`config.mk`:
```
export PLATFORM = sky130hd
export DESIGN_NAME = adjust_ctrl
export DESIGN_NICKNAME = d
export VERILOG_FILES = /design/src/rtl/adjust_ctrl.sv
export SDC_FILE = /design/constraint.sdc
export NUM_CORES = 1
export LEC_CHECK = 0
export ABC_AREA = 1
export ABC_CLOCK_PERIOD_IN_PS = 1500
export BUFFER_PORTS_ARGS = -buffer_cell sky130_fd_sc_hd__buf_2
export CELL_PAD_IN_SITES_DETAIL_PLACEMENT = 1
export CELL_PAD_IN_SITES_GLOBAL_PLACEMENT = 1
export CORE_MARGIN = 2
export CORE_UTILIZATION = 47
export CTS_CLUSTER_SIZE = 12
export DETAILED_ROUTE_END_ITERATION = 6
export MAX_ROUTING_LAYER = met4
export PLACE_DENSITY = 0.83
export SYNTH_ARGS = -nofsm -noshare
export SYNTH_HDL_FRONTEND = slang
export SYNTH_SLANG_ARGS = --single-unit
```
`constraint.sdc`:
```
create_clock -name clk -period 1.5 [get_ports clk]
set_input_delay 0.075 -clock clk [delete_from_list [all_inputs] [get_ports clk]]
set_output_delay 0.075 -clock clk [all_outputs]
set_load 0.03 [all_outputs]
```
`src/rtl/adjust_ctrl.sv`:
```
// adjust_ctrl: conditions the mode/up/down pushbuttons and runs the time/alarm adjust mode FSM.
// Define AUTO_REPEAT_EN to add hold-to-repeat on the up/down buttons.
module adjust_ctrl #(
    parameter int unsigned DEB_CYCLES    = 500000,
    parameter int unsigned REPEAT_DELAY  = 25000000,
    parameter int unsigned REPEAT_PERIOD = 10000000
) (
    input  logic       clk,
    input  logic       rst,
    input  logic       btn_mode,
    input  logic       btn_up,
    input  logic       btn_down,
    output logic [3:0] cnt_en,
    output logic       cnt_upDown,
    output logic       sec_ld,
    output logic       run_en,
    output logic [2:0] mode
);

    localparam int unsigned DEB_W = $clog2(DEB_CYCLES + 1);

    typedef enum logic [2:0] {
        RUN         = 3'd0,
        ADJ_CLK_HR  = 3'd1,
        ADJ_CLK_MIN = 3'd2,
        ADJ_ALM_HR  = 3'd3,
        ADJ_ALM_MIN = 3'd4
    } state_t;

    if (DEB_CYCLES < 1 || REPEAT_DELAY < 1 || REPEAT_PERIOD < 1) begin : g_cfg_check
        $error("adjust_ctrl: cycle parameters must be at least 1");
    end

    state_t           state;
    state_t           state_nxt;
    logic [3:0]       cnt_en_nxt;
    logic [3:0]       tgt_c;
    logic             dir_nxt;
    logic             sec_ld_nxt;

    // Button bit order: [0] mode, [1] up, [2] down
    logic [2:0]       raw;
    logic [2:0]       sync1;
    logic [2:0]       sync2;
    logic [2:0]       deb;
    logic [2:0]       deb_q;
    logic [2:0]       press;
    logic [DEB_W-1:0] deb_cnt [3];

    logic             mode_p;
    logic             up_p;
    logic             dn_p;
    logic             up_evt;
    logic             dn_evt;

    assign raw    = {btn_down, btn_up, btn_mode};
    assign mode_p = press[0];
    assign up_p   = press[1];
    assign dn_p   = press[2];

    // Synchronize, debounce (counter restarts whenever the sample matches the held value), detect rise
    always_ff @(posedge clk or negedge rst) begin
        if (!rst) begin
            sync1 <= '0;
            sync2 <= '0;
            deb   <= '0;
            deb_q <= '0;
            press <= '0;
            for (int i = 0; i < 3; i++) begin
                deb_cnt[i] <= '0;
            end
        end else begin
            sync1 <= raw;
            sync2 <= sync1;
            deb_q <= deb;
            press <= deb & ~deb_q;
            for (int i = 0; i < 3; i++) begin
                if (sync2[i] == deb[i]) begin
                    deb_cnt[i] <= '0;
                end else if (deb_cnt[i] == DEB_W'(DEB_CYCLES - 1)) begin
                    deb[i]     <= sync2[i];
                    deb_cnt[i] <= '0;
                end else begin
                    deb_cnt[i] <= deb_cnt[i] + DEB_W'(1);
                end
            end
        end
    end

`ifdef AUTO_REPEAT_EN
    localparam int unsigned REP_MAX = (REPEAT_DELAY > REPEAT_PERIOD) ? REPEAT_DELAY : REPEAT_PERIOD;
    localparam int unsigned REP_W   = $clog2(REP_MAX + 1);

    logic             rep_act;
    logic             rep_first;
    logic             rep_dir;
    logic [REP_W-1:0] rep_cnt;
    logic             rep_start_c;
    logic             rep_clr_c;
    logic             rep_fire_c;

    assign rep_start_c = (state != RUN) && !mode_p && (up_p ^ dn_p);
    assign rep_clr_c   = mode_p || (state == RUN) ||
                         (rep_dir ? (!deb[2] || deb[1]) : (!deb[1] || deb[2]));
    assign rep_fire_c  = rep_act && !rep_clr_c &&
                         (rep_cnt == (rep_first ? REP_W'(REPEAT_DELAY - 1) : REP_W'(REPEAT_PERIOD - 1)));

    // Repeat timer: armed by an accepted press, killed by release, opposite button or mode press
    always_ff @(posedge clk or negedge rst) begin
        if (!rst) begin
            rep_act   <= 1'b0;
            rep_first <= 1'b0;
            rep_dir   <= 1'b0;
            rep_cnt   <= '0;
        end else if (rep_start_c) begin
            rep_act   <= 1'b1;
            rep_first <= 1'b1;
            rep_dir   <= dn_p;
            rep_cnt   <= '0;
        end else if (!rep_act || rep_clr_c) begin
            rep_act <= 1'b0;
            rep_cnt <= '0;
        end else if (rep_fire_c) begin
            rep_first <= 1'b0;
            rep_cnt   <= '0;
        end else begin
            rep_cnt <= rep_cnt + REP_W'(1);
        end
    end

    assign up_evt = up_p | (rep_fire_c & ~rep_dir);
    assign dn_evt = dn_p | (rep_fire_c & rep_dir);
`else
    assign up_evt = up_p;
    assign dn_evt = dn_p;
`endif

    // Next state and next registered outputs
    always_comb begin
        state_nxt  = state;
        cnt_en_nxt = '0;
        dir_nxt    = cnt_upDown;
        sec_ld_nxt = 1'b0;
        tgt_c      = '0;
        case (state)
            RUN: begin
                if (mode_p) state_nxt = ADJ_CLK_HR;
            end
            ADJ_CLK_HR: begin
                tgt_c = 4'b0010;
                if (mode_p) state_nxt = ADJ_CLK_MIN;
            end
            ADJ_CLK_MIN: begin
                tgt_c = 4'b0001;
                if (mode_p) begin
                    state_nxt  = ADJ_ALM_HR;
                    sec_ld_nxt = 1'b1;
                end
            end
            ADJ_ALM_HR: begin
                tgt_c = 4'b1000;
                if (mode_p) state_nxt = ADJ_ALM_MIN;
            end
            ADJ_ALM_MIN: begin
                tgt_c = 4'b0100;
                if (mode_p) state_nxt = RUN;
            end
            default: state_nxt = RUN;
        endcase
        // tgt_c is zero in RUN and in illegal codes, so no pulse can escape there
        if (!mode_p && (up_evt ^ dn_evt) && (tgt_c != 4'b0000)) begin
            cnt_en_nxt = tgt_c;
            dir_nxt    = dn_evt;
        end
    end

    always_ff @(posedge clk or negedge rst) begin
        if (!rst) begin
            state      <= RUN;
            cnt_en     <= '0;
            cnt_upDown <= 1'b0;
            sec_ld     <= 1'b0;
            run_en     <= 1'b1;
        end else begin
            state      <= state_nxt;
            cnt_en     <= cnt_en_nxt;
            cnt_upDown <= dir_nxt;
            sec_ld     <= sec_ld_nxt;
            run_en     <= (state_nxt == RUN);
        end
    end

    assign mode = state;

endmodule

```
Word-level counts from Yosys, hierarchy flattened:

Cells that the tools add are included.

* logic and storage cells: 59
* register bits: 82

* reductions and logical operators: 9
* equality and inequality tests: 10
* bitwise logic cells: 6
* add/sub/neg operators: 3
* multiplexer cells: 16

Operators by type and width (count)
* 2-to-1 mux 19 bit: 6
* adder 19 x 1 -> 19 bit (second input constant): 3
* equality test 19 bit (second input constant): 3
* one-hot mux 4 bit (4 select lines): 1
* 2-to-1 mux 3 bit: 5
* one-hot mux 3 bit (5 select lines): 1
* equality test 3 x 2 -> 1 bit (second input constant): 2
* logical NOT 3 bit: 2
* AND reduction 2 bit: 3
* 2-to-1 mux 4 bit: 1
* nonzero test 4 bit: 1
* bitwise AND 3 bit: 1
* equality test 1 bit: 3
* equality test 3 x 1 -> 1 bit (second input constant): 1
* equality test 3 bit (second input constant): 1
* NOT 1 bit: 3
* NOT 3 bit: 1
* logical AND 1 bit: 2
* 2-to-1 mux 1 bit: 2
* logical NOT 1 bit: 1
* bitwise XOR 1 bit: 1

Depth between registers and ports, before layout:

* word-level depth: 5
* mapped depth: 8
* mapped depth without buffers: 8

Worst setup path before layout:

Ideal clock, no wire load.

* path kind: register -> register
* start point: register deb_cnt[19] (netlist name)
* end point: register deb_cnt[37] (netlist name)
* path buffers: 0
* setup slack: 269 ps
* arrival: 1112 ps
* cell stages (with the launch flop): 9
* path through: dfrtp_1 ha_1 nand2_1 nor2_1 nand2_2 nor2_4 nand3_1 nand3_1 nor2_1

* cells in the longest elaborated chain, start to end: 3

Ends and longest elaborated chain
* start, declared: line 48 `logic [DEB_W-1:0] deb_cnt [3];`
* start signal, assigned by index: line 84 `deb_cnt[i] <= deb_cnt[i] + DEB_W'(1);`
* adder 19 x 1 -> 19 bit / equality test 19 bit (equally long branches): line 84, 80
* 2-to-1 mux 19 bit (*): line 80 `end else if (deb_cnt[i] == DEB_W'(DEB_CYCLES - 1)) begin`
* 2-to-1 mux 19 bit (*): line 78 `if (sync2[i] == deb[i]) begin`

Every way passes the cells marked *; elsewhere a longest branch is shown, timed or not.
A chain may end at the register's enable or synchronous reset.

Worst setup path after layout:

* start point: register deb_cnt[8] (netlist name)
* end point: register deb_cnt[18] (netlist name)

Same word-level chain as after synthesis.

==> parameters.txt <==
Parameter                              Value

Yosys
  Net Count, Synth    around 550
  Share of the yosys chip area belonging to registers    between 40% and 50%
  Post-synth cell types    27
  Area share of fa/ha/maj cells after synthesis    0.8678%
  XOR/XNOR Fraction of Synth Area    roughly 7.2%
  Dominant combinational cell family by area after synthesis    simple AND/OR/NAND/NOR gates
  Mapped cell area    roughly 0.0043 mm²
  Synthesized-area fraction occupied by ao, oa, aoi and oai cells    approximately 2.9%
  Per-instance average area after synthesis    ~7.9 µm²
  Yosys warning total    0
  Synthesized flop and latch total    82
  Multiplexer share of the synthesized area    0%
  Number of cells produced by synthesis    about 550
  Post-synthesis share of cell area spent on and, or, nand and nor gates    approximately 36%

Placed design
  Number of port buffers    14
  Placed Area    0.004562 mm²
  Final weighted congestion in routability-driven placement    between 0.8 and 0.9
  HPWL after detailed placement    7.835 mm

STA
  Worst slew margin    around 70%
  Setup repair after global routing missed its margin    true
  Setup violation total in the final timing report    0
  Hold Slack    approximately 0.19 ns
  Measured slew at the worst slew-check pin    ~0.45 ns
  Period utilization    between 90% and 100%
  Min Clock Period, post-route    approximately 1.4 ns
  Maximum operating frequency    710.2 MHz
  Final hold violations    0
  Number of max-slew violations in the final report    0
  Final TNS setup    0 ns
  Largest clock skew in the final design    approximately 0.0048 ns

Job
  Number of max-cap violations    0

Worst setup path
  Most frequent cell on the critical path    nor2_1
  Biggest cell delay along the critical path    around 0.46 ns
  Classification of the worst setup path    reg -> reg
  List of cells traversed by the critical path    inv_1 > nor2_1 > nand2_1 > nor2_1 > nand3_2 > nand3_1 > nor2_1
  Slowest stage cell, crit path    dfrtp_1
  Worst Setup End Kind    flop
  Launch point of the worst path    deb_cnt[8]$_DFF_PN0_
  Maximum net fanout on the critical path    6
  Setup crit start kind    flop
  Reg-to-reg critical path startpoint    deb_cnt[8]$_DFF_PN0_
  Required time of the critical path    around 1.8 ns
  Data arrival at the endpoint of the critical path    approximately 1.7 ns

Clock network
  Clk_lat worst skew    0.37 ns
  H-tree depth    3
  Number of CTS-inserted buffers    9
  Clock root cell    clkbuf_8
  Clk pin slew, worst setup/hold paths    0.09 ns
  Sinks on Clock Net    a little over 80
  TritonCTS clock tree    done
  Number of buffers on the longest clock path    2

Detailed routing
  Starting DRC count in detailed routing    between 90 and 100
  Routed via count divided by cell count    slightly above 5
  Remaining antenna violation count after routing    0
  Post-DR wirelength/cell    15.06 µm
  Residual DRC count    0
  Total routed wirelength    between 10 and 15 mm
  Count of vias placed by the detailed router    between 3k and 4k
  Iteration count of the initial detailed-routing pass    4

Floorplanning
  Initial cell density of the core    a little under half
  Floorplan die height    approximately 100 µm
  Count of pins on the block boundary    15
  Standard-cell row count    35
  Die area    0.009986 mm²
  Core region area    just over 0.009 mm²
  X dimension of the die    roughly 100 µm

Pwr
  Combinational cell fraction of total power    under 10%
  Final total power    3.903 mW
  Worst VDD drop    between 0.7 and 0.8 mV
  Pint    ~2.9 mW
  Switching power    1.002 mW
  Fraction of power consumed by the clock network    38.0%
  Switching power share of the total    25.67%
  Sequential share of power    between 50% and 60%
  Reported leakage power    2.086 nW
  PD cells    803.1 mW/mm²

Final layout
  Fraction of final layout cells with drive strength greater than 1    17.12%
  Area of the multi-input gates    approximately 0.0021 mm²
  Ant. Diodes    0
  Nets    around 590
  Area occupied by registers    between 0.002 and 0.0025 mm²
  Layout overhead on the synthesized area    12.35%
  FILL cells    roughly 1.1k
  Post-route standard cell area excluding fillers    between 0.004 and 0.005 mm²

Outcome
  Status    completed

Global routing
  Wire length of the first global-routing pass    17.46 mm
  Number of antenna violations at the first check in global routing    0
  Vias in the first global route    3729
  Overflow after GRT    0
  Pin count of the biggest net entering global routing    40
  GRT Overall Usage    roughly 23%

Worst hold path
  Class of the tightest hold or removal check    in -> async
-- area by class of cell --
cell class / count / share of cell area, %
inverter: 64 / 4.943
clock buffer: 9 / 2.549
tap: 111 / 2.858
multi-input combinational: 397 / 42.64
clock inverter: 7 / 1.107
sequential: 82 / 42.25
timing repair buffer: 25 / 3.656
-- state kept, by name, indices dropped and copies added (netlist names) --
register / count
sync2: 3
run_en: 1
mode: 3
deb_q: 3
deb: 3
cnt_en: 4
press: 3
sync1: 3
sec_ld: 1
deb_cnt: 57
cnt_upDown: 1
-- cells in the mapped netlist --
| cell type | count | share of area (%) |
|---|---|---|
| a21oi_1 | 12 | 1.4 |
| and2_0 | 1 | 0.14 |
| and2_1 | 4 | 0.58 |
| and3_1 | 1 | 0.14 |
| buf_2 | 2 | 0.23 |
| dfrtp_1 | 81 | 47 |
| dfstp_2 | 1 | 0.61 |
| ha_1 | 3 | 0.87 |
| inv_1 | 55 | 4.8 |
| inv_2 | 9 | 0.78 |
| nand2_1 | 84 | 7.3 |
| nand2_2 | 16 | 2.3 |
| nand2_4 | 1 | 0.26 |
| nand3_1 | 45 | 5.2 |
| nand3_2 | 3 | 0.69 |
| nand4_1 | 5 | 0.72 |
| nor2_1 | 151 | 13 |
| nor2_2 | 10 | 1.4 |
| nor2_4 | 11 | 2.9 |
| nor3_1 | 1 | 0.12 |
| nor3b_2 | 3 | 0.87 |
| o21ai_0 | 6 | 0.69 |
| o21ai_1 | 6 | 0.69 |
| o22ai_1 | 1 | 0.14 |
| xnor2_1 | 12 | 2.4 |
| xor2_1 | 18 | 3.6 |
| xor2_2 | 3 | 1.1 |
-- final timing paths --
kind | endpoint | slack, ns | depth (start not counted)
hold reg to reg | sync2[0]$_DFF_PN0_ | 0.35 | 0
hold / removal | deb_cnt[45]$_DFF_PN0_ | 0.19 | 2
min in group clk | sync1[2]$_DFF_PN0_ | 0.35 | 2
setup reg to reg | deb_cnt[18]$_DFF_PN0_ | 0.09 | 7
max in group asynchronous | deb_cnt[40]$_DFF_PN0_ | 0.73 | 3
setup / recovery | deb_cnt[18]$_DFF_PN0_ | 0.09 | 7
-- power groups by stage --
stage          registers [mW]  clock network (mW)  logic [mW]
2_1_floorplan            2.30                   0      0.0631
3_3_place_gp             2.30                   0       0.142
3_5_place_dp             2.30                   0       0.148
4_1_cts                  2.26                1.54       0.156
5_1_grt                  2.26                1.62       0.190
6_report                 2.26                1.48       0.163
-- per-stage QoR --
stage / setup WS (ns) / util [%] / std cells
floorplan: 0.2691 / - / 545
global placement: 0.1343 / 50.32 / 671
detailed placement: 0.07019 / 50.32 / 671
CTS: 0.05417 / 52.73 / 691
global route: -0.01872 / 53.61 / 695
finish: 0.09203 / 53.61 / 695
-- worst max-delay path: cells and delay by family, from the launching register on --
family	cells	cell delay (ns)
buf+inv	1	0.10
flops	1	0.46
simple gates	6	0.74
-- layer usage --
layer  part of all wire (%)  global-route usage, %  up-vias
li1                       -                      -     1747
met1                     44                  27.53     1770
met2                     52                  39.66       44
met3                    2.4                  4.457       15
met4                    1.5                  6.849        0
met5                      0                      -        -
-- what timing repair did --
action | CTS | global route
buffers inserted | 0 | 4
hold buffers | 4 | 0
resized for setup | 0 | 12
hold endpoints to repair | 30 | 0
endpoints found under the setup margin | 0 | 17
-- logic make-up after synthesis --
family | Yosys count
and+or+nand+nor | 336
adders and majority gates | 3
xor gates and xnor gates | 33
buffers and inverters | 66
AOI/OAI and AO/OA | 25
DFF | 82
-- cells in the final DEF, fill, tap and decap left out, types with 4 or more instances in the layout --
| master | n |
|---|---|
| nor2_1 | 148 |
| nand2_1 | 83 |
| dfrtp_1 | 81 |
| inv_1 | 55 |
| nand3_1 | 45 |
| xor2_1 | 18 |
| nand2_2 | 13 |
| buf_2 | 13 |
| nor2_2 | 12 |
| nor2_4 | 12 |
| a21oi_1 | 12 |
| xnor2_1 | 12 |
| inv_2 | 9 |
| clkbuf_8 | 9 |
| buf_4 | 7 |
| o21ai_0 | 6 |
| o21ai_1 | 6 |
| nand4_1 | 5 |
| nand2_4 | 5 |
| and2_1 | 4 |
| dlygate4sd3_1 | 4 |
Note: power is estimated with default switching activity, not from simulation.
